[src/rtl/seg_capture.sv]
// Captures a multiplexed, active-low 7-segment display scan into a 4-digit BCD frame.
// A digit is accepted once its anode/segment pattern has been stable for STABLE_CYC samples.
module seg_capture #(
    parameter int unsigned STABLE_CYC = 4,
    parameter int unsigned TIMEOUT    = 65535
) (
    input  logic        clk,
    input  logic        rst_n,
    input  logic [3:0]  an,
    input  logic [6:0]  seg,
    output logic [15:0] digits,
    output logic        frame_valid,
    output logic [3:0]  digit_err,
    output logic        stale
);

    localparam logic [7:0]  STABLE_LIM  = 8'(STABLE_CYC);
    localparam logic [15:0] TIMEOUT_LIM = 16'(TIMEOUT);

    typedef enum logic [1:0] {
        StIdle,
        StSettle,
        StHeld
    } state_e;

    state_e      r_state;
    state_e      w_state_nxt;

    logic [3:0]  r_an;
    logic [6:0]  r_seg;
    logic [3:0]  r_an_prev;
    logic [6:0]  r_seg_prev;

    logic [7:0]  r_stab_cnt;
    logic [7:0]  w_stab_cnt_nxt;

    logic        w_onehot;
    logic [1:0]  w_idx;
    logic        w_same;
    logic [3:0]  w_val;
    logic        w_illegal;
    logic        w_capture;

    logic [3:0]  r_mask;
    logic [3:0]  w_mask_nxt;
    logic        w_load;
    logic [3:0]  r_shadow [4];
    logic [3:0]  r_shadow_err;

    logic [15:0] r_digits;
    logic [3:0]  r_digit_err;
    logic        r_frame_valid;
    logic [15:0] r_tmo_cnt;

    // Input registers; the previous copy lets stability be judged on registered samples only.
    always_ff @(posedge clk or negedge rst_n) begin
        if (!rst_n) begin
            r_an       <= 4'b1111;
            r_seg      <= 7'b1111111;
            r_an_prev  <= 4'b1111;
            r_seg_prev <= 7'b1111111;
        end else begin
            r_an       <= an;
            r_seg      <= seg;
            r_an_prev  <= r_an;
            r_seg_prev <= r_seg;
        end
    end

    always_comb begin
        w_onehot = 1'b1;
        w_idx    = 2'd0;
        case (r_an)
            4'b1110: w_idx = 2'd0;
            4'b1101: w_idx = 2'd1;
            4'b1011: w_idx = 2'd2;
            4'b0111: w_idx = 2'd3;
            default: w_onehot = 1'b0;
        endcase
    end

    assign w_same = ({r_an, r_seg} == {r_an_prev, r_seg_prev});

    always_comb begin
        w_val     = 4'hF;
        w_illegal = 1'b0;
        case (r_seg)
            7'b0000001: w_val = 4'd0;
            7'b1001111: w_val = 4'd1;
            7'b0010010: w_val = 4'd2;
            7'b0000110: w_val = 4'd3;
            7'b1001100: w_val = 4'd4;
            7'b0100100: w_val = 4'd5;
            7'b0100000: w_val = 4'd6;
            7'b0001111: w_val = 4'd7;
            7'b0000000: w_val = 4'd8;
            7'b0000100: w_val = 4'd9;
            default:    w_illegal = 1'b1;
        endcase
    end

    // FSM: state register
    always_ff @(posedge clk or negedge rst_n) begin
        if (!rst_n) begin
            r_state <= StIdle;
        end else begin
            r_state <= w_state_nxt;
        end
    end

    // FSM: next state and stability count
    always_comb begin
        w_state_nxt    = r_state;
        w_stab_cnt_nxt = r_stab_cnt;
        case (r_state)
            StIdle: begin
                if (w_onehot) begin
                    w_state_nxt    = StSettle;
                    w_stab_cnt_nxt = 8'd1;
                end else begin
                    w_stab_cnt_nxt = 8'd0;
                end
            end
            StSettle: begin
                if (!w_onehot) begin
                    w_state_nxt    = StIdle;
                    w_stab_cnt_nxt = 8'd0;
                end else if (w_same) begin
                    w_stab_cnt_nxt = r_stab_cnt + 8'd1;
                end else begin
                    w_stab_cnt_nxt = 8'd1;
                end
            end
            StHeld: begin
                if (!w_same) begin
                    if (w_onehot) begin
                        w_state_nxt    = StSettle;
                        w_stab_cnt_nxt = 8'd1;
                    end else begin
                        w_state_nxt    = StIdle;
                        w_stab_cnt_nxt = 8'd0;
                    end
                end
            end
            default: begin
                w_state_nxt    = StIdle;
                w_stab_cnt_nxt = 8'd0;
            end
        endcase
        // Reaching the limit (even straight from a fresh load when STABLE_CYC is 1) holds the digit.
        if (w_state_nxt == StSettle && w_stab_cnt_nxt == STABLE_LIM) begin
            w_state_nxt = StHeld;
        end
    end

    // FSM: outputs
    always_comb begin
        w_capture = (w_state_nxt == StHeld) && ((r_state != StHeld) || !w_same);
    end

    always_ff @(posedge clk or negedge rst_n) begin
        if (!rst_n) begin
            r_stab_cnt <= 8'd0;
        end else begin
            r_stab_cnt <= w_stab_cnt_nxt;
        end
    end

    assign w_load = (r_mask == 4'b1111);

    // Clear-then-set so a capture coinciding with the frame load is kept for the next frame.
    always_comb begin
        w_mask_nxt = w_load ? 4'b0000 : r_mask;
        if (w_capture) begin
            w_mask_nxt[w_idx] = 1'b1;
        end
    end

    always_ff @(posedge clk or negedge rst_n) begin
        if (!rst_n) begin
            r_mask       <= 4'b0000;
            r_shadow_err <= 4'b0000;
            for (int i = 0; i < 4; i++) begin
                r_shadow[i] <= 4'h0;
            end
        end else begin
            r_mask <= w_mask_nxt;
            if (w_capture) begin
                r_shadow[w_idx]     <= w_val;
                r_shadow_err[w_idx] <= w_illegal;
            end
        end
    end

    always_ff @(posedge clk or negedge rst_n) begin
        if (!rst_n) begin
            r_digits      <= 16'h0000;
            r_digit_err   <= 4'b0000;
            r_frame_valid <= 1'b0;
        end else begin
            r_frame_valid <= w_load;
            if (w_load) begin
                r_digits    <= {r_shadow[3], r_shadow[2], r_shadow[1], r_shadow[0]};
                r_digit_err <= r_shadow_err;
            end
        end
    end

    // Cleared at the end of the frame_valid cycle, so stale drops on the following cycle.
    always_ff @(posedge clk or negedge rst_n) begin
        if (!rst_n) begin
            r_tmo_cnt <= 16'd0;
        end else if (r_frame_valid) begin
            r_tmo_cnt <= 16'd0;
        end else if (r_tmo_cnt != TIMEOUT_LIM) begin
            r_tmo_cnt <= r_tmo_cnt + 16'd1;
        end
    end

    assign digits      = r_digits;
    assign digit_err   = r_digit_err;
    assign frame_valid = r_frame_valid;
    assign stale       = (r_tmo_cnt == TIMEOUT_LIM);

endmodule

[config.mk]
export PLATFORM = sky130hd
export DESIGN_NAME = seg_capture
export DESIGN_NICKNAME = d
export VERILOG_FILES = /design/src/rtl/seg_capture.sv
export SDC_FILE = /design/constraint.sdc
export NUM_CORES = 1
export LEC_CHECK = 0
export BUFFER_PORTS_ARGS = -buffer_cell sky130_fd_sc_hd__buf_2
export CORE_MARGIN = 4
export CORE_UTILIZATION = 40
export DETAILED_ROUTE_END_ITERATION = 10
export PLACE_DENSITY = 0.58
export REMOVE_ABC_BUFFERS = 1
export SYNTH_ARGS = -nofsm -noshare
export SYNTH_HDL_FRONTEND = slang
export SYNTH_SLANG_ARGS = --single-unit
[constraint.sdc]
create_clock -name clk -period 5 [get_ports clk]
set_input_delay 0.5 -clock clk [delete_from_list [all_inputs] [get_ports clk]]
set_output_delay 0.5 -clock clk [all_outputs]
set_load 0.01 [all_outputs]
==> summary.md <==
| Metric | Value |
|---|---|
| Outcome | complete, no violations |
| Kind of end point of the critical path | flop |
| Highest-count cells in the layout ignoring fill and taps | 71 x dfrtp_1, 70 x nand2_1, 33 x buf_2, 24 x nor2_1, 22 x dfstp_2 |
| Post-Syn Area | 4325 um2 |
| Final hold vios | 0 |
| Crit path cell chain | xnor2_1 -> o211ai_2 -> nor4b_4 -> nand4bb_4 -> a2111oi_4 -> mux2_4 |
| CP max stage delay | 0.63 ns |
| Worst path bufs/invs | 0 |
| Setup slack, reg-to-reg | 1.98 ns |
| CTS Sinks | 93 |
| RSZ-0062 raised after global routing | no |
| Crit Path Category | flop to flop |
| Final setup fails | 0 |
| Largest net degree at the start of global routing | 61 |
| Die H | 112.0 um |
| Final period util | 60.47% |
| RR Endpoint | r_shadow_err[0]$_DFFE_PN0P_ |
| Post-synth EDFFs | 0 |
| Slew Limit Fails | 0 |
| Fraction of layout cells with a size suffix above 1 | 24.70% |
| GP Congestion | 0.8322 |
| Core ar. | 10420 um2 |
| Htree depth | 3 |
| Die width | 112.0 um |
| Crit path depth | 6 |
| DP HPWL | 5981 um |
| Hold-fix buffers, CTS | 0 |
| Final setup skew | 0.004859 ns |
| DR DRC count | 0 |
| Starting DRT DRC Count | 169 |
| Die area | 12540 um2 |
| Setup bufs post-CTS | 0 |
| Yosys warns | 0 |
| Clock Path Buffers | 2 |
| Global route total overflow | 0 |
| Vias per inst | 5.156 |
| Worst setup path end | r_shadow_err[0]$_DFFE_PN0P_ |
| Worst setup SP type | flop |
| Crit-path slowest cell | dfstp_2 |
| Routed WL | 8633 um |
| Top Family by Delay on Critical Path | compound AO/OA/AOI/OAI gates |
| Worst path arrival time | 3.27 ns |
| CTS tree | done |
| Slew @ Worst Pin | 0.8334 ns |
| Most common cell after layout, fill and taps aside | dfrtp_1 |
| # IOs | 35 |
| Wirelength per Cell | 15.50 um |
| Leak | 2.236 nW |
| Port bufs | 34 |
| Synthesized flop and latch total | 93 |
| Initial Utilization | 41.53% |
| Max Cap Viol | 0 |
| DR vias | 2872 |
| Syn_area_per_cell | 11.21 um2 |
| Worst Hold Slack | 0.07511 ns |
| Initial antenna violation count | 0 |
| Sequential-to-total area share from yosys stat | 54.44% |
| FF-to-FF path depth | 6 |
| Setup WS pre-CTS | 1.971 ns |
| CTS buffer count | 9 |
| Clk root buf | clkbuf_8 |
| Clock slew at reported path FFs | 0.09 ns |
| Skew-Pair Late Insertion Delay | 0.35 ns |
| Post-route setup TNS | 0 ns |
| Site row count | 37 |
| Inserted Diodes | 0 |
| Vias in the first global route | 2883 |
| RR Startpoint | r_an[2]$_DFF_PN1_ |
| Final-stage net count | 431 |
| Final Critical Period | 3.023 ns |
| Slew headroom | 44.10% |
| Post_cts resized | 0 |
| DRT antenna net count | 0 |
| Pwr Total | 1.381 mW |
| PnR worst setup slack | 1.977 ns |
| Crit. Startpoint | r_an[2]$_DFF_PN1_ |
| Required @ worst endpoint | 5.24 ns |
| Worst hold path class | primary input to async pin |
| CP max FO | 13 |
| First-pass GRT wire length | 14880 um |
| Max Freq | 330.8 MHz |
| Post-synthesis cell type count | 65 |
| Ys async rst share | 100.0% |
| Synthesis-to-finish area growth | 10.73% |
| Synth Instances | 386 |
| Power Dens Cells | 288.3 nW/um2 |
| GRT Overall Usage | 14.64% |
| VDD IR max | 0.1620 mV |
| Main flop type after synthesis | dfrtp_1 |
| DRT Pass-1 Iters | 4 |
[how the worst min path moves through the flow]
stage,start,to,slack [ns],cells past startpoint
2_1_floorplan,rst_n,digit_err[0]$_DFFE_PN0P_,0.20,0
3_3_place_gp,r_an[3]$_DFF_PN1_,r_an_prev[3]$_DFF_PN1_,0.41,0
3_5_place_dp,r_seg[5]$_DFF_PN1_,r_seg_prev[5]$_DFF_PN1_,0.42,0
4_1_cts,rst_n,digits[13]$_DFFE_PN0P_,0.08,1
5_1_grt,rst_n,digit_err[3]$_DFFE_PN0P_,0.09,1
6_report,rst_n,digits[13]$_DFFE_PN0P_,0.08,1
[layer usage]
| layer | routed length (um) | global-route usage (%) | vias up |
|---|---|---|---|
| met5 | 0 | 0 | - |
| met4 | 138 | 5.048 | 0 |
| met3 | 240 | 2.880 | 11 |
| met2 | 4012 | 22.70 | 48 |
| met1 | 4241 | 20.63 | 1413 |
| li1 | - | - | 1400 |
[power by group]
group,internal (mW),switching [mW]
registers,0.770,0.0169
logic,0.0223,0.0414
clock network,0.272,0.258
total,1.06,0.316
[cell usage after synthesis (3+ instances only)]
| master | number | share of area [%] |
|---|---|---|
| xor2_1 | 20 | 4.0 |
| buf_6 | 4 | 1.0 |
| nand2_1 | 70 | 6.1 |
| a21o_1 | 5 | 0.87 |
| nor3_1 | 10 | 1.2 |
| o21ai_0 | 8 | 0.93 |
| a21oi_1 | 13 | 1.5 |
| nor2_1 | 24 | 2.1 |
| nor3b_1 | 3 | 0.52 |
| dfrtp_1 | 71 | 41 |
| mux2i_1 | 5 | 1.2 |
| nand4b_1 | 3 | 0.61 |
| mux2_2 | 8 | 2.1 |
| dfstp_2 | 22 | 13 |
| nor2b_1 | 5 | 0.72 |
| nor4_4 | 3 | 1.5 |
| inv_1 | 8 | 0.69 |
| and2_1 | 3 | 0.43 |
| xnor2_1 | 6 | 1.2 |
| mux2_1 | 4 | 1.0 |
| or3_1 | 3 | 0.43 |
| a31oi_1 | 3 | 0.43 |
| nand4_1 | 10 | 1.4 |
| nand2b_1 | 3 | 0.43 |
| clkbuf_1 | 9 | 0.78 |
| nand3_1 | 12 | 1.4 |
| mux2_4 | 4 | 1.4 |
[flip-flops by register name, indices dropped and copies added (netlist names)]
name and count:
r_shadow_err 4, r_an_prev 4, r_stab_cnt 8, r_tmo_cnt 16, digits 16, r_mask 4
r_an 4, frame_valid 1, r_seg 7, r_state 2, digit_err 4, r_seg_prev 7
r_shadow 16
[area by class of cell]
cell class	instances	area (um2)
clock buffers	13	168.9
fillers	989	5627
multi-input cells	267	1832
well taps	136	170.2
repair buffers	36	187.7
clock inverters	3	42.54
inverters	9	33.78
flip-flops and latches	93	2355
[cells by family after synthesis]
kind of cell / share of synthesized area, %
buf+inv: 3.211
flops: 54.44
compound gates: 9.865
simple gates: 20.97
mux: 5.670
xor+xnor: 5.265
fa+ha+maj: 0.5784
[stage by stage]
stage               instances  instance area [um2]  util [%]
CTS                       557                 4790     45.98
global route              557                 4790     45.98
floorplan                 369                 4220         -
global placement          541                 4578     43.95
finish                    557                 4790     45.98
detailed placement        541                 4578     43.95
No activity file was read; power rests on OpenSTA's default activity.
